`config.mk`:
```
export PLATFORM = sky130hd
export DESIGN_NAME = vga_timing_gen_flat
export DESIGN_NICKNAME = d
export VERILOG_FILES = /design/src/rtl/vga_timing_if.sv /design/src/rtl/vga_timing_gen.sv /design/src/flat_wrapper.sv
export SDC_FILE = /design/constraint.sdc
export NUM_CORES = 1
export LEC_CHECK = 0
export ABC_AREA = 1
export BUFFER_PORTS_ARGS = -buffer_cell sky130_fd_sc_hd__buf_2
export CAP_MARGIN = 10
export CORE_ASPECT_RATIO = 0.5
export CORE_UTILIZATION = 45
export DETAILED_ROUTE_END_ITERATION = 8
export PLACE_DENSITY = 0.73
export SYNTH_ARGS = -nofsm -noshare
export SYNTH_HDL_FRONTEND = slang
export SYNTH_SLANG_ARGS = --single-unit
```
`constraint.sdc`:
```
create_clock -name clk -period 2.1 [get_ports clk]
set_clock_uncertainty 0.2 [all_clocks]
set_input_delay 0.42 -clock clk [delete_from_list [all_inputs] [get_ports clk]]
set_output_delay 0.42 -clock clk [all_outputs]
set_load 0.01 [all_outputs]
```
`src/rtl/vga_timing_if.sv`:
```
// Display-timing bundle produced by the VGA timing generator.
// It carries the sync pulses, the visible-area flag, the current scan
// coordinates and the pixel/frame strobes to the drawing stage.
interface vga_timing_if;
    logic       hsync;
    logic       vsync;
    logic       video_on;
    logic [9:0] pixel_x;
    logic [9:0] pixel_y;
    logic       pixel_tick;
    logic       frame_end;

    // The timing generator drives the bundle.
    modport master (
        output hsync,
        output vsync,
        output video_on,
        output pixel_x,
        output pixel_y,
        output pixel_tick,
        output frame_end
    );

    // Downstream consumers only observe the bundle.
    modport slave (
        input hsync,
        input vsync,
        input video_on,
        input pixel_x,
        input pixel_y,
        input pixel_tick,
        input frame_end
    );
endinterface

```
`src/rtl/vga_timing_gen.sv`:
```
// Pixel-clock divider and VGA scan timing generator (640x480@60 by default).
// Every output is a register whose next value is decoded from the next
// counter values, so sync, video_on, pixel_tick and frame_end always agree
// with the coordinates presented in the same clk and cannot glitch.
module vga_timing_gen #(
    parameter int H_ACTIVE = 640,
    parameter int H_FP     = 16,
    parameter int H_SYNC   = 96,
    parameter int H_BP     = 48,
    parameter int V_ACTIVE = 480,
    parameter int V_FP     = 10,
    parameter int V_SYNC   = 2,
    parameter int V_BP     = 33,
    parameter int CLK_DIV  = 4
) (
    input  logic         clk,
    input  logic         reset,
    vga_timing_if.master vga
);

    localparam int H_TOTAL   = H_ACTIVE + H_FP + H_SYNC + H_BP;
    localparam int V_TOTAL   = V_ACTIVE + V_FP + V_SYNC + V_BP;
    localparam int DIV_W     = (CLK_DIV > 1) ? $clog2(CLK_DIV) : 1;

    localparam logic [DIV_W-1:0] DIV_LAST = DIV_W'(CLK_DIV - 1);
    localparam logic [9:0] H_LAST       = 10'(H_TOTAL - 1);
    localparam logic [9:0] V_LAST       = 10'(V_TOTAL - 1);
    localparam logic [9:0] H_SYNC_START = 10'(H_ACTIVE + H_FP);
    localparam logic [9:0] H_SYNC_END   = 10'(H_ACTIVE + H_FP + H_SYNC - 1);
    localparam logic [9:0] V_SYNC_START = 10'(V_ACTIVE + V_FP);
    localparam logic [9:0] V_SYNC_END   = 10'(V_ACTIVE + V_FP + V_SYNC - 1);
    localparam logic [9:0] H_VIS        = 10'(H_ACTIVE);
    localparam logic [9:0] V_VIS        = 10'(V_ACTIVE);

    // With a divide-by-one the pixel enable is permanently asserted,
    // including while reset is held.
    localparam logic TICK_RESET = (CLK_DIV == 1);

    logic [DIV_W-1:0] div_reg, div_next;
    logic             tick_reg, tick_next;
    logic [9:0]       h_reg, h_next;
    logic [9:0]       v_reg, v_next;
    logic             hsync_reg, hsync_next;
    logic             vsync_reg, vsync_next;
    logic             video_reg, video_next;
    logic             frame_end_reg, frame_end_next;
    logic             h_last;
    logic             v_last;

    // Next-state for the divider and the scan counters.  The counters move
    // on edges where the currently presented pixel_tick is high.
    always_comb begin
        div_next = (div_reg == DIV_LAST) ? '0 : div_reg + 1'b1;
        tick_next = (div_next == DIV_LAST);

        h_last = (h_reg == H_LAST);
        v_last = (v_reg == V_LAST);

        h_next = h_reg;
        v_next = v_reg;
        if (tick_reg) begin
            h_next = h_last ? 10'd0 : h_reg + 10'd1;
            if (h_last) begin
                v_next = v_last ? 10'd0 : v_reg + 10'd1;
            end
        end
    end

    // Output decode from the next counts so the registered flags line up
    // with the registered coordinates.
    always_comb begin
        hsync_next = !((h_next >= H_SYNC_START) && (h_next <= H_SYNC_END));
        vsync_next = !((v_next >= V_SYNC_START) && (v_next <= V_SYNC_END));
        video_next = (h_next < H_VIS) && (v_next < V_VIS);
        frame_end_next = tick_next && (h_next == H_LAST) && (v_next == V_LAST);
    end

    // State and output registers; reset parks the scan at the top-left pixel.
    always_ff @(posedge clk or posedge reset) begin
        if (reset) begin
            div_reg       <= '0;
            tick_reg      <= TICK_RESET;
            h_reg         <= 10'd0;
            v_reg         <= 10'd0;
            hsync_reg     <= 1'b1;
            vsync_reg     <= 1'b1;
            video_reg     <= 1'b1;
            frame_end_reg <= 1'b0;
        end else begin
            div_reg       <= div_next;
            tick_reg      <= tick_next;
            h_reg         <= h_next;
            v_reg         <= v_next;
            hsync_reg     <= hsync_next;
            vsync_reg     <= vsync_next;
            video_reg     <= video_next;
            frame_end_reg <= frame_end_next;
        end
    end

    assign vga.hsync      = hsync_reg;
    assign vga.vsync      = vsync_reg;
    assign vga.video_on   = video_reg;
    assign vga.pixel_x    = h_reg;
    assign vga.pixel_y    = v_reg;
    assign vga.pixel_tick = tick_reg;
    assign vga.frame_end  = frame_end_reg;

endmodule

```
`src/flat_wrapper.sv`:
```
// flat-port wrapper written by rule: the top's interface ports become plain ports
module vga_timing_gen_flat 
#(
    parameter int H_ACTIVE = 640,
    parameter int H_FP     = 16,
    parameter int H_SYNC   = 96,
    parameter int H_BP     = 48,
    parameter int V_ACTIVE = 480,
    parameter int V_FP     = 10,
    parameter int V_SYNC   = 2,
    parameter int V_BP     = 33,
    parameter int CLK_DIV  = 4
)
  (clk, reset, vga_hsync, vga_vsync, vga_video_on, vga_pixel_x, vga_pixel_y, vga_pixel_tick, vga_frame_end);
  vga_timing_if vga_i ();
  input  logic clk;
  input  logic reset;
  output wire logic [$bits(vga_i.hsync)-1:0] vga_hsync;
  output wire logic [$bits(vga_i.vsync)-1:0] vga_vsync;
  output wire logic [$bits(vga_i.video_on)-1:0] vga_video_on;
  output wire logic [$bits(vga_i.pixel_x)-1:0] vga_pixel_x;
  output wire logic [$bits(vga_i.pixel_y)-1:0] vga_pixel_y;
  output wire logic [$bits(vga_i.pixel_tick)-1:0] vga_pixel_tick;
  output wire logic [$bits(vga_i.frame_end)-1:0] vga_frame_end;
  assign vga_hsync = vga_i.hsync;
  assign vga_vsync = vga_i.vsync;
  assign vga_video_on = vga_i.video_on;
  assign vga_pixel_x = vga_i.pixel_x;
  assign vga_pixel_y = vga_i.pixel_y;
  assign vga_pixel_tick = vga_i.pixel_tick;
  assign vga_frame_end = vga_i.frame_end;
  vga_timing_gen #(.H_ACTIVE(H_ACTIVE), .H_FP(H_FP), .H_SYNC(H_SYNC), .H_BP(H_BP), .V_ACTIVE(V_ACTIVE), .V_FP(V_FP), .V_SYNC(V_SYNC), .V_BP(V_BP), .CLK_DIV(CLK_DIV)) u_core (.clk(clk), .reset(reset), .vga(vga_i));
endmodule
```
# Word level (Yosys, flattened, before mapping)
# Cells that the tools add are included.
# classes
n_addsub	3
n_reduce_logical	7
n_lt_le_gt_ge	6
muxes	6
eq_ne	6
# ops
cell	count
2-to-1 mux 10 bit	5
equality test 10 bit, second input constant	4
adder 10 x 1 -> 10 bit, second input constant	2
greater-or-equal comparator 10 bit, second input constant	1
greater-or-equal comparator 10 x 9 -> 1 bit, second input constant	1
<= comparator 10 bit, second input constant	1
<= comparator 10 x 9 -> 1 bit, second input constant	1
< comparator 10 bit, second input constant	1
< comparator 10 x 9 -> 1 bit, second input constant	1
logical AND 1 bit	5
equality test 2 bit, second input constant	2
adder 2 x 1 -> 2 bit, second input constant	1
logical NOT 1 bit	2
2-to-1 mux 2 bit	1
# word_totals
wordCells	36
regBits	27

# Longest topological paths before layout
# depth
ltp_word	7
depth_mapped	13

# Least setup slack after synthesis
# No wires, ideal clock.
# synth_timing
kind	reg2reg
from	register u_core.h_reg[0] (netlist: u_core.vga.pixel_x[0])
to	register u_core.vsync_reg (netlist: u_core.vga.vsync)
stages_incl_launch_ff	10
setup_slack_ns	0.242
t_required_ns	1.816
path_buffers	0
t_arrival_ns	1.573
cell_sequence	dfrtp_1 > ha_1 > nand4_2 > nor2_4 > nand3_2 > nor2_4 > xor2_2 > nand2_2 > nor2_2 > nand3b_1
# synth_via
elab_chain_cells	6
elab_cells_between_ends	7
cone_classes	order compare: 2; eq/ne: 1; mux: 2; reduce/logical: 2
# synth_rtl
item	line	rtl
start: declaration	vga_timing_gen.sv:41	logic [9:0] h_reg, h_next;
start signal: assignment	vga_timing_gen.sv:92	h_reg <= h_next;
equality test 10 bit *	vga_timing_gen.sv:56	h_last = (h_reg == H_LAST);
2-to-1 mux 10 bit *	vga_timing_gen.sv:63	if (h_last) begin
2-to-1 mux 10 bit *	vga_timing_gen.sv:61	if (tick_reg) begin
via u_core.v_next[5]	vga_timing_gen.sv:42	logic [9:0] v_reg, v_next;
greater-or-equal comparator 10 x 9 -> 1 bit / <= comparator 10 x 9 -> 1 bit (equally long branches)	vga_timing_gen.sv:73	vsync_next = !((v_next >= V_SYNC_START) && (v_next <= V_SYNC_END));
logical AND 1 bit *	vga_timing_gen.sv:73	
logical NOT 1 bit *	vga_timing_gen.sv:73	
via u_core.vsync_next	vga_timing_gen.sv:44	logic vsync_reg, vsync_next;
end signal: assignment	vga_timing_gen.sv:95	vsync_reg <= vsync_next;
end: declaration	vga_timing_gen.sv:44	
# Mark *: on every way through the listed nets, which the timed path passes. The rest lies on a longest branch.

# Worst setup path after layout
# layout_timing
from	register u_core.h_reg[1] (netlist: u_core.vga.pixel_x[1])
to	register u_core.frame_end_reg (netlist: u_core.vga.frame_end)
# layout_via
elab_cells_between_ends	10
cone_classes	add/sub: 1; eq/ne: 3; mux: 4; reduce/logical: 2
# layout_lines
item	line	rtl
equality test 10 bit	vga_timing_gen.sv:56	
2-to-1 mux 10 bit	vga_timing_gen.sv:63	
2-to-1 mux 10 bit	vga_timing_gen.sv:61	
via u_core.v_next[1]	vga_timing_gen.sv:42	
equality test 10 bit	vga_timing_gen.sv:75	frame_end_next = tick_next && (h_next == H_LAST) && (v_next == V_LAST);
logical AND 1 bit	vga_timing_gen.sv:75	
via u_core.frame_end_next	vga_timing_gen.sv:46	logic frame_end_reg, frame_end_next;
end signal: assignment	vga_timing_gen.sv:97	frame_end_reg <= frame_end_next;
end: declaration	vga_timing_gen.sv:46	
# The timed path passes the listed nets, and every way through them passes these cells.

==> key figures <==
Status
  • Outcome: complete, no violations

Final layout
  • Antenna diodes: 0
  • Most common cell after layout, fill and taps aside: nand2_1
  • Layout cells sized above 1: 24.08%
  • Area grow syn2layout: 18.38%
  • Fillers: 294
  • Post-Layout Cell Count: 293
  • Commonest non-fill, non-tap cells in the layout: nand2_1, inv_1, buf_2
  • Layout Nets: 253

Clocking
  • CTS tree: built
  • CTS buffer count: 3
  • Clock slew at reported path FFs: 90 ps
  • Max clock buf depth: 2
  • Clk sinks: 27
  • H-tree levels: 1
  • CTS root buffer: clkbuf_8
  • Clk Latency, worst-skew pair: 270 ps

GRT
  • First-pass GRT wire length: 5602 um
  • Largest net degree at the start of global routing: 28
  • GRT overflow: 0
  • Vias in the first global route: 1310
  • Tot GR Track Use: 19.18%
  • Initial antenna violation count: 0

Route
  • First-iteration detailed-routing DRC count: 47
  • DR vias/cell: 4.911
  • Met3 WL: 117 um
  • Routed met2 length: 1569 um
  • Uppermost layer routed: met4
  • ANT nets after route: 0
  • Drt wl/cell: 11.52 um
  • DRC Markers: 0
  • Routed via count: 1439
  • Metal-1 WL: 1650 um
  • Detailed Route WL: 3374 um
  • 1st-pass router iterations: 4

Timing
  • Fin worst setup slack: 146.8 ps
  • Pins Over Slew Limit: 0
  • Total negative slack: 0 ps
  • RSZ-0062 raised after global routing: false
  • Period utilization: 93.01%
  • Peak Freq: 512.0 MHz
  • Tmin final: 1953 ps
  • Hold Fails Final Rpt: 0
  • Relative slew slack: 77.20%
  • Final setup vio count: 0
  • Worst Max-Slew Pin Slew: 341.9 ps

Yosys
  • FF+latch count, synth: 27
  • Largest family of logic cells by synthesized area: simple AND/OR/NAND/NOR gates
  • Adder-Cell Fraction of Synth Area: 3.928%
  • Post-synthesis mux area share: 0%
  • Sequential cell area fraction in the yosys report: 42.66%
  • Compound-Gate Fraction of Synth Area: 3.299%
  • Synthesized netlist net count: 218
  • Post-Synth XOR/XNOR Area: 2.671%
  • Post-synthesis cell type count: 26
  • Post-Synthesis Cells: 211
  • Post-Syn Area: 1593 um2
  • Synth warnings: 0
  • Area share of and/or/nand/nor cells after synthesis: 38.41%
  • Mapped Avg Cell Area: 7.549 um2

Worst setup path
  • Worst Setup Path Type: reg2reg
  • CP max-delay cell: dfrtp_1
  • Crit end category: flop
  • Crit path from: u_core.vga.pixel_x[1]
  • Arr. time, crit path: 1930 ps
  • CP peak stage delay: 400 ps
  • Crit path required time: 2070 ps
  • WP buf/inv: 1
  • Reg2reg setup slack: 150 ps
  • CP delay by family, top: simple AND/OR/NAND/NOR gates
  • Worst path cell trace: ha_2, nand2_1, nor2_4, nand3_4, nor2_1, nand2_1, o21ai_1, inv_1, nand3_1, nor2_1, nand2_1, nor2_1
  • Critical Path Fanout Max: 8
  • Critical path startpoint category: flop
  • Reg2Reg Launch Point: u_core.vga.pixel_x[1]

Power and ir drop
  • Power Dens Cells: 438.2 nW/um2
  • Leakage: 0.0009770 uW
  • Max IR drop VDD: 0.2947 mV

Floorplanning
  • I/O pin count: 27
  • FP Rows: 14
  • Die Wd: 86.14 um
  • Die Y: 44.07 um
  • Initial Util: 49.96%
  • Full die area: 3796 um2
  • Placeable Area: 3188 um2

Place
  • DP Wirelength: 2554 um
  • Port Buf Inserts: 26
  • Setup WS pre-CTS: 105.6 ps
  • Placed insts: 286
  • RD Place Congestion: 0.8549

Hold path
  • Min-Delay Path Class: reg2reg
  • Start point of the worst hold path: u_core.div_reg[0]

Run
  • Max Cap Viol: 0
## cell usage after synthesis
library cell / instances / area share (%)
a21oi_1: 2 / 0.63
buf_2: 1 / 0.31
clkinv_1: 1 / 0.24
dfrtp_1: 24 / 38
dfstp_2: 3 / 4.9
ha_1: 5 / 3.9
inv_1: 34 / 8.0
inv_2: 2 / 0.47
nand2_1: 54 / 13
nand2_2: 2 / 0.79
nand3_1: 26 / 8.2
nand3_2: 1 / 0.63
nand3_4: 1 / 1.1
nand3b_1: 2 / 0.94
nand4_1: 3 / 1.2
nand4_2: 2 / 1.6
nor2_1: 26 / 6.1
nor2_2: 2 / 0.79
nor2_4: 4 / 2.8
nor3_1: 5 / 1.6
o21ai_0: 1 / 0.31
o21ai_1: 3 / 0.94
o21bai_1: 3 / 1.4
xnor2_1: 1 / 0.55
xor2_1: 2 / 1.1
xor2_2: 1 / 1.0
## power breakdown
| part | switching, uW | internal (uW) |
|---|---|---|
| sequential | 0 | 520 |
| combinational | 10.3 | 3.24 |
| clock | 157 | 136 |
## final timing paths
kind,cells past startpoint,to
min,1,u_core.div_reg[0]
max reg2reg,12,u_core.vga.frame_end
min reg2reg,1,u_core.div_reg[0]
max in group asynchronous,4,u_core.vga.hsync
min in group asynchronous,4,u_core.vga.frame_end
max,12,u_core.vga.frame_end
## worst register-to-register path: cells and delay by family, from the launching register on
| kind | cells | cell delay, ps |
|---|---|---|
| AO/OA/AOI/OAI | 1 | 120 |
| buffers and inverters | 1 | 60 |
| adder cells (fa/ha/maj) | 1 | 220 |
| AND/OR/NAND/NOR | 9 | 840 |
| flip-flops | 1 | 400 |
## logic make-up (layout without fill, tap and decap cells)
group | count (synthesis) | in the layout
buffers and inverters | 38 | 72
AOI/OAI and AO/OA | 9 | 9
and+or+nand+nor | 128 | 128
xor gates and xnor gates | 4 | 4
adders and majority gates | 5 | 5
DFF | 27 | 27
## stage by stage
stage | hold slack [ps] | cell area (um2) | total power (uW) | util (%)
after global placement | 242.7 | 1793 | 542.5 | 56.24
after CTS | 260.1 | 1848 | 838.0 | 57.97
after floorplan | 227.9 | 1593 | 537.5 | -
after global routing | 272.8 | 1886 | 858.2 | 59.14
after detailed placement | 247.2 | 1793 | 543.0 | 56.24
final | 257.1 | 1886 | 826.3 | 59.14
## layer usage
| layer | global-route usage, % | up-vias |
|---|---|---|
| met5 | 0 | - |
| met4 | 5.000 | 0 |
| met3 | 5.037 | 6 |
| met2 | 31.27 | 29 |
| met1 | 26.06 | 676 |
| li1 | - | 728 |
## layout make-up
cell class,instances,area [um2],share of cell area [%]
Timing Repair Buffer,31,170.2,9.025
Inverter,37,138.9,7.366
Multi-Input combinational cell,146,789.5,41.87
Tap cell,48,60.06,3.185
Clock buffer,4,45.04,2.389
Sequential cell,27,681.9,36.16
## what timing repair did
item / 4_1_cts / 5_1_grt
hold buffers: 1 / 0
setup buffers: 0 / 2
resized for setup: 0 / 8
endpoints found under the setup margin: 0 / 3
hold endpoints to repair: 13 / 0
Note: power is estimated with default switching activity, not from simulation.
